### src/rtl/alu_exec_unit.sv
// Execute-stage ALU: single-cycle logic/arith/compare ops and bit-serial
// logical right shifts, with valid/ready handshakes on request and result.
module alu_exec_unit #(
    parameter int unsigned DATA_W  = 32,
    parameter int unsigned SHAMT_W = 5
) (
    input  logic               clk_i,
    input  logic               rst_i,
    input  logic               valid_i,
    output logic               ready_o,
    input  logic [3:0]         ALUCtrl_i,
    input  logic [DATA_W-1:0]  src1_i,
    input  logic [DATA_W-1:0]  src2_i,
    input  logic [SHAMT_W-1:0] shamt_i,
    output logic               valid_o,
    input  logic               ready_i,
    output logic [DATA_W-1:0]  result_o,
    output logic               zero_o
);

    localparam logic [3:0] OP_AND   = 4'd0;
    localparam logic [3:0] OP_OR    = 4'd1;
    localparam logic [3:0] OP_NAND  = 4'd2;
    localparam logic [3:0] OP_NOR   = 4'd3;
    localparam logic [3:0] OP_ADDU  = 4'd4;
    localparam logic [3:0] OP_SUBU  = 4'd5;
    localparam logic [3:0] OP_SLT   = 4'd6;
    localparam logic [3:0] OP_EQUAL = 4'd7;
    localparam logic [3:0] OP_SRL   = 4'd8;
    localparam logic [3:0] OP_SRLV  = 4'd9;

    typedef enum logic [1:0] {
        ST_IDLE  = 2'd0,
        ST_SHIFT = 2'd1,
        ST_DONE  = 2'd2
    } state_t;

    state_t               state;
    logic [DATA_W-1:0]    shift_reg;
    logic [SHAMT_W-1:0]   count;

    logic [DATA_W-1:0]    alu_res_c;
    logic                 shift_op_c;
    logic [SHAMT_W-1:0]   shift_amt_c;
    logic                 slt_c;
    logic [DATA_W-1:0]    shift_next_c;

    // Single-cycle result; for shifts this is the zero-amount case (operand passes through)
    always_comb begin
        alu_res_c   = '0;
        shift_op_c  = 1'b0;
        shift_amt_c = '0;
        slt_c       = ($signed(src1_i) < $signed(src2_i));
        case (ALUCtrl_i)
            OP_AND:   alu_res_c = src1_i & src2_i;
            OP_OR:    alu_res_c = src1_i | src2_i;
            OP_NAND:  alu_res_c = ~(src1_i & src2_i);
            OP_NOR:   alu_res_c = ~(src1_i | src2_i);
            OP_ADDU:  alu_res_c = src1_i + src2_i;
            OP_SUBU:  alu_res_c = src1_i - src2_i;
            OP_SLT:   alu_res_c = DATA_W'(slt_c);
            OP_EQUAL: alu_res_c = DATA_W'(src1_i == src2_i);
            OP_SRL: begin
                alu_res_c   = src2_i;
                shift_op_c  = 1'b1;
                shift_amt_c = shamt_i;
            end
            OP_SRLV: begin
                alu_res_c   = src2_i;
                shift_op_c  = 1'b1;
                shift_amt_c = src1_i[SHAMT_W-1:0];
            end
            default:  alu_res_c = '0;
        endcase
    end

    // One-bit logical right shift of the serial shifter
    always_comb begin
        shift_next_c = shift_reg >> 1;
    end

    // Control FSM, shifter and registered handshake/result outputs
    always_ff @(posedge clk_i or negedge rst_i) begin
        if (!rst_i) begin
            state     <= ST_IDLE;
            ready_o   <= 1'b1;
            valid_o   <= 1'b0;
            result_o  <= '0;
            zero_o    <= 1'b0;
            count     <= '0;
            shift_reg <= '0;
        end else begin
            case (state)
                ST_IDLE: begin
                    if (valid_i && ready_o) begin
                        ready_o <= 1'b0;
                        if (shift_op_c && (shift_amt_c != '0)) begin
                            shift_reg <= src2_i;
                            count     <= shift_amt_c;
                            state     <= ST_SHIFT;
                        end else begin
                            result_o <= alu_res_c;
                            zero_o   <= (alu_res_c == '0);
                            valid_o  <= 1'b1;
                            state    <= ST_DONE;
                        end
                    end
                end
                ST_SHIFT: begin
                    shift_reg <= shift_next_c;
                    count     <= count - SHAMT_W'(1);
                    if (count == SHAMT_W'(1)) begin
                        result_o <= shift_next_c;
                        zero_o   <= (shift_next_c == '0);
                        valid_o  <= 1'b1;
                        state    <= ST_DONE;
                    end
                end
                ST_DONE: begin
                    if (ready_i) begin
                        valid_o <= 1'b0;
                        ready_o <= 1'b1;
                        state   <= ST_IDLE;
                    end
                end
                default: begin
                    state   <= ST_IDLE;
                    ready_o <= 1'b1;
                    valid_o <= 1'b0;
                end
            endcase
        end
    end

endmodule

### config.mk
export PLATFORM = sky130hd
export DESIGN_NAME = alu_exec_unit
export DESIGN_NICKNAME = d
export VERILOG_FILES = /design/src/rtl/alu_exec_unit.sv
export SDC_FILE = /design/constraint.sdc
export NUM_CORES = 1
export LEC_CHECK = 0
export BUFFER_PORTS_ARGS = -buffer_cell sky130_fd_sc_hd__buf_4
export CORE_MARGIN = 1.5
export CORE_UTILIZATION = 30
export DETAILED_ROUTE_END_ITERATION = 8
export HOLD_SLACK_MARGIN = 0.12
export PLACE_DENSITY = 0.44
export SLEW_MARGIN = 20
export SYNTH_ARGS = -nofsm -noshare
export SYNTH_HDL_FRONTEND = slang
export SYNTH_SLANG_ARGS = --single-unit
### constraint.sdc
create_clock -name clk_i -period 5.3 [get_ports clk_i]
set_input_delay 0.795 -clock clk_i [delete_from_list [all_inputs] [get_ports clk_i]]
set_output_delay 0.795 -clock clk_i [all_outputs]
set_load 0.02 [all_outputs]
Word level (Yosys, flattened, before mapping)
Cells that the tools add are included.
{"block": "classes", "n_addsub": 3, "magnitude_cmp": 1, "n_eq_ne": 18, "mux": 30, "bitwise": 5, "n_reduce_logical": 14}
{"operator": "case mux 32 bit (9 select lines)", "n": 1}
{"operator": "2-to-1 mux 32 bit", "n": 5}
{"operator": "case mux 32 bit (2 select lines)", "n": 2}
{"operator": "zero test 32 bit", "n": 2}
{"operator": "NOT 32 bit", "n": 2}
{"operator": "adder 32 bit", "n": 1}
{"operator": "bitwise AND 32 bit", "n": 1}
{"operator": "== test 32 bit", "n": 1}
{"operator": "< comparator 32 bit", "n": 1}
{"operator": "bitwise OR 32 bit", "n": 1}
{"operator": "subtractor 32 bit", "n": 1}
{"operator": "case mux 5 bit (2 select lines)", "n": 2}
{"operator": "== test 4 x 3 -> 1 bit, second input constant", "n": 4}
{"operator": "2-to-1 mux 1 bit", "n": 10}
{"operator": "2-to-1 mux 5 bit", "n": 2}
{"operator": "inequality test 2 bit, second input constant", "n": 5}
{"operator": "AND reduction 3 bit", "n": 3}
{"operator": "== test 4 x 2 -> 1 bit, second input constant", "n": 2}
{"operator": "== test 4 bit, second input constant", "n": 2}
{"operator": "2-to-1 mux 2 bit", "n": 4}
{"operator": "AND reduction 4 bit", "n": 2}
{"operator": "case mux 1 bit (3 select lines)", "n": 2}
{"operator": "case mux 2 bit (3 select lines)", "n": 1}
{"operator": "== test 5 x 1 -> 1 bit, second input constant", "n": 1}
{"operator": "other kinds (12)", "n": 13}
{"block": "word_totals", "ff_bits": 74, "in_bits": 77}

Longest topological paths before layout
{"block": "depth", "ltp_word": 7, "mapped_depth": 15}

Least setup slack after synthesis
OpenSTA, ideal clock, no wires.
{"block": "synth_path", "path_type": "input -> register", "from": "in src1_i[0]", "to": "reg zero_o", "setup_time_ps": 76, "arrival_time_ps": 3525, "required_time_ps": 5224, "setup_slack_ps": 1698, "stages": 15, "cell_sequence": "inv_1 ha_1 inv_1 fa_1 nor3b_2 o31ai_2 a31oi_2 o31ai_2 o21ai_1 and4_1 a2111oi_4 nand4_1 nor4_1 nand4_1 o21ai_1"}
{"block": "synth_via", "elab_chain_cells": 7, "elab_cells_between_ends": 18}
{"element": "start, declared", "line": "12", "text": "input logic [DATA_W-1:0] src1_i,"}
{"element": "branches (longest 7 deep; another with subtractor 32 bit)"}
{"element": "end signal, assigned", "line": "103", "text": "zero_o <= (alu_res_c == '0);"}
{"element": "end signal, assigned", "line": "114", "text": "zero_o <= (shift_next_c == '0);"}
{"element": "end, declared", "line": "18", "text": "output logic zero_o"}
Parallel ways; which one is timed is not known. The select of a mux whose other input is x is not followed.
A chain may end at the register's enable or synchronous reset.

Worst setup path after layout
{"block": "layout_path", "from": "in src2_i[9]", "to": "reg zero_o"}
{"block": "layout_via", "elab_chain_cells": 7, "elab_cells_between_ends": 13}
{"element": "start, declared", "line": "13", "text": "input logic [DATA_W-1:0] src2_i,"}
{"element": "branches (longest 2 deep; another with subtractor 32 bit)"}
{"element": "case mux 32 bit (9 select lines) (*)", "line": "54", "text": "case (ALUCtrl_i)"}
{"element": "zero test 32 bit (*)", "line": "103"}
{"element": "2-to-1 mux 1 bit (*)", "line": "97", "text": "if (shift_op_c && (shift_amt_c != '0)) begin"}
{"element": "2-to-1 mux 1 bit (*)", "line": "95", "text": "if (valid_i && ready_o) begin"}
{"element": "case mux 1 bit (2 select lines) (*)", "line": "93", "text": "case (state)"}
Every way passes the cells marked *. The select of a mux whose other input is x is not followed.

==> flow_summary.yaml <==
critical_path:
  crit_fanout: 18
  crit_chain: "buf_4 -> inv_1 -> ha_1 -> nand4_1 -> a211oi_2 -> o21ai_2 -> a2111oi_4 -> o211ai_1 -> mux2i_1 -> a2111oi_1 -> nand2_1 -> nor4_1 -> nand4_1 -> o21ai_1"
  slowest_stage: "a2111oi_1"
  critPathArrivalTime_ns: 4.68
  worst_r2r_path_depth: 9
  cp_slowest_stage_delay_ns: 0.72
  crit_family: "compound AO/OA/AOI/OAI gates"
  path_class: "in2reg"
  r2r_end: "zero_o"
  cp-end-kind: "flop"
  crit_required_ns: 5.56
  reg2reg_from: "state[0]"
  critPathMostFrequentCell: "nand4_1"
  path_buf_inv: 2
  rrSetupSlack_ns: 2.62
  cp-start-kind: "input pin"
synth:
  synth_ff_type: "dfrtp_1"
  synth_cells: 1361
  ys_seq_area_frac: 0.1877
  yosys_warnings: 0
  syn_avg_cell_area_sq_um: 7.157
  syn_nets: 1541
  ys_types: 91
  synth.ff_latch_count: 73
  syn_area_sq_um: 9741
  postSynth.asyncResetShare: 1.000
  synth_edf_count: 0
job:
  cap_violations: 0
sta:
  hold_viol: 0
  relSlewSlack: 0.3491
  worst_pin_slew_ns: 0.9764
  skew_ns: 0.005829
  timing.final.crit_share: 0.8340
  fin_tns_setup_ns: 0
  grt_setup_unrepaired: "no"
  slew_violations: 0
  setup_viol: 0
  fmax_ghz: 0.2262
  fin_crit_ns: 4.420
detailed_routing:
  ant_nets: 0
  post_drt_wl_per_cell_um: 22.15
  vias: 10391
  drc: 0
  via_per_inst: 5.719
  routed_wl_um: 40240
  drt_iter0_markers: 917
  drt_pass1_iterations: 6
die:
  std_cell_rows: 65
  ios: 112
  die_y_um: 183.2
  dieArea_sq_um: 33560
  initial_core_util: 0.3071
  fp.dieW_um: 183.2
  coreArea_sq_um: 31720
clock_tree:
  cts.clk_slew.worst_paths_ns: 0.06
  cts_resized: 0
  numClockSinks: 73
  cts_buffers: 9
  clk_latency_ns: 0.33
  ctsLongestPathBuffers: 2
  post_cts.repair.setup_buffers: 0
  htreeDepth: 3
  cts_tree: "built"
  cts_hold_buf: 0
  root_buffer: "clkbuf_16"
place:
  finalWeightedCongestion: 0.9061
  port_buffers: 111
  detailedPlacementHpwl_um: 31320
layout:
  drive_above_1_share: 0.1364
  regArea_sq_um: 1828
  insertedDiodeCount: 0
  syn2layout_area_growth_pct: 14.66
  nets: 1590
  fill_cells: 3392
  largest_reg_flops: 32
  multi_input_area_sq_um: 7142
global_route:
  grt_max_degree: 74
  grt_pass1_wl_um: 60090
  antenna_found_initial: 0
  track_usage: 0.2348
  grt_pass1_vias: 9790
  overflow: 0
hold_path:
  hold_start: "result_o[22]"
  hold_path.class: "reg2reg"
  worstHoldPathCells: 1
  hold_end: "result_o[22]"
power:
  p_leak_uw: 0.004937
  peakVddDrop_mv: 0.1804
  p_total_uw: 3664
  p_per_area_nw_per_um2: 328.0
outcome:
  outcome: "finished clean"
==> how the worst max path moves through the flow <==
stage / start / endpoint / slack [ns] / cells after the start
after global placement: src2_i[7] / zero_o / 0.56 / 14
after global routing: src2_i[17] / zero_o / 0.37 / 14
final: src2_i[9] / zero_o / 0.88 / 14
after CTS: src2_i[7] / zero_o / 0.89 / 14
after detailed placement: src2_i[7] / zero_o / 0.56 / 14
after floorplan: src1_i[0] / zero_o / 1.70 / 15
==> metrics by stage <==
stage | utilization | area [sq um] | instances | setup slack, ns | hold slack (ns)
global route | 0.3521 | 11170 | 1817 | 0.3703 | 0.4908
floorplan | - | 9741 | 1361 | 1.698 | 0.4789
finish | 0.3521 | 11170 | 1817 | 0.8800 | 0.4750
CTS | 0.3521 | 11170 | 1817 | 0.8875 | 0.4804
detailed placement | 0.3424 | 10860 | 1801 | 0.5612 | 0.4674
global placement | 0.3424 | 10860 | 1801 | 0.5559 | 0.4612
==> cell usage in the layout, fill, tap and decap left out, types with 10 or more instances in the layout <==
master and instances:
nor4_1 26, nand4_1 21, mux2i_1 14, xnor2_1 22, buf_4 131, a21o_1 18
and2_1 11, nand2_1 167, o211ai_1 10, inv_1 98, a22oi_1 19, nor3_1 29
a31oi_1 37, dfrtp_1 72, nand3_1 21, nor2_1 135, nor2b_1 13, o21ai_0 108
ha_1 101, a211oi_1 22, o21ai_1 10, o21a_1 17, o31ai_1 11, a21oi_1 98
==> logic make-up (layout without fill, tap and decap cells) <==
group,count (synthesis),in the layout,share of synthesized area
compound gates,474,474,0.3303
xor+xnor,24,24,0.02158
fa+ha+maj,103,103,0.1338
buf+inv,196,250,0.08144
flops,73,73,0.1877
mux,20,20,0.02132
simple gates,471,471,0.2239
==> cells in the mapped netlist, types with 6 or more instances <==
master	number	area, sq um
nor2_1	137	514.2
a21boi_0	7	52.55
nor4_1	26	162.7
buf_2	28	140.1
a31oi_1	37	231.5
clkbuf_1	55	206.5
mux2_2	6	67.56
buf_1	7	26.28
o21bai_1	9	67.56
a22o_1	8	70.07
xnor2_1	22	192.7
a22oi_1	19	142.6
dfrtp_1	72	1802
a21oi_1	98	490.5
mux2i_1	14	140.1
and2_1	11	68.82
o22ai_1	8	50.05
nand2_1	167	626.9
ha_1	101	1264
nand3_1	21	105.1
nor3_1	29	145.1
a211oi_1	22	165.2
nand2b_1	6	37.54
a221o_1	6	60.06
a211oi_2	6	75.07
o211ai_1	10	75.07
o221ai_1	9	78.83
o21a_1	17	127.6
o31ai_1	11	82.58
o21ai_0	108	540.5
a21o_1	18	135.1
nor2b_1	14	87.58
o21ai_1	10	50.05
a211o_1	9	78.83
inv_1	98	367.9
nand4_1	21	131.4
and3_1	8	50.05
==> power breakdown <==
part	internal (uW)	switching (uW)	total [uW]
Clock	403	226	629
Sequential	818	212	1030
Combinational	735	1270	2010
Total	1960	1710	3660
==> routing by layer <==
metal,track usage,wire length [um],up-vias
met4,0.04689,541,0
met1,0.3423,19340,4945
met2,0.3640,17560,401
met3,0.03634,2802,36
li1,-,-,5009
met5,0,0,-
==> area by class of cell <==
cell class / count / share of cell area
repair buffers: 132 / 0.08985
clock inverters: 2 / 0.003137
inverters: 102 / 0.03428
well taps: 402 / 0.04504
flip-flops and latches: 73 / 0.1637
clock buffers: 14 / 0.02454
multi-input cells: 1092 / 0.6395
(Power assumes the default switching activity.)
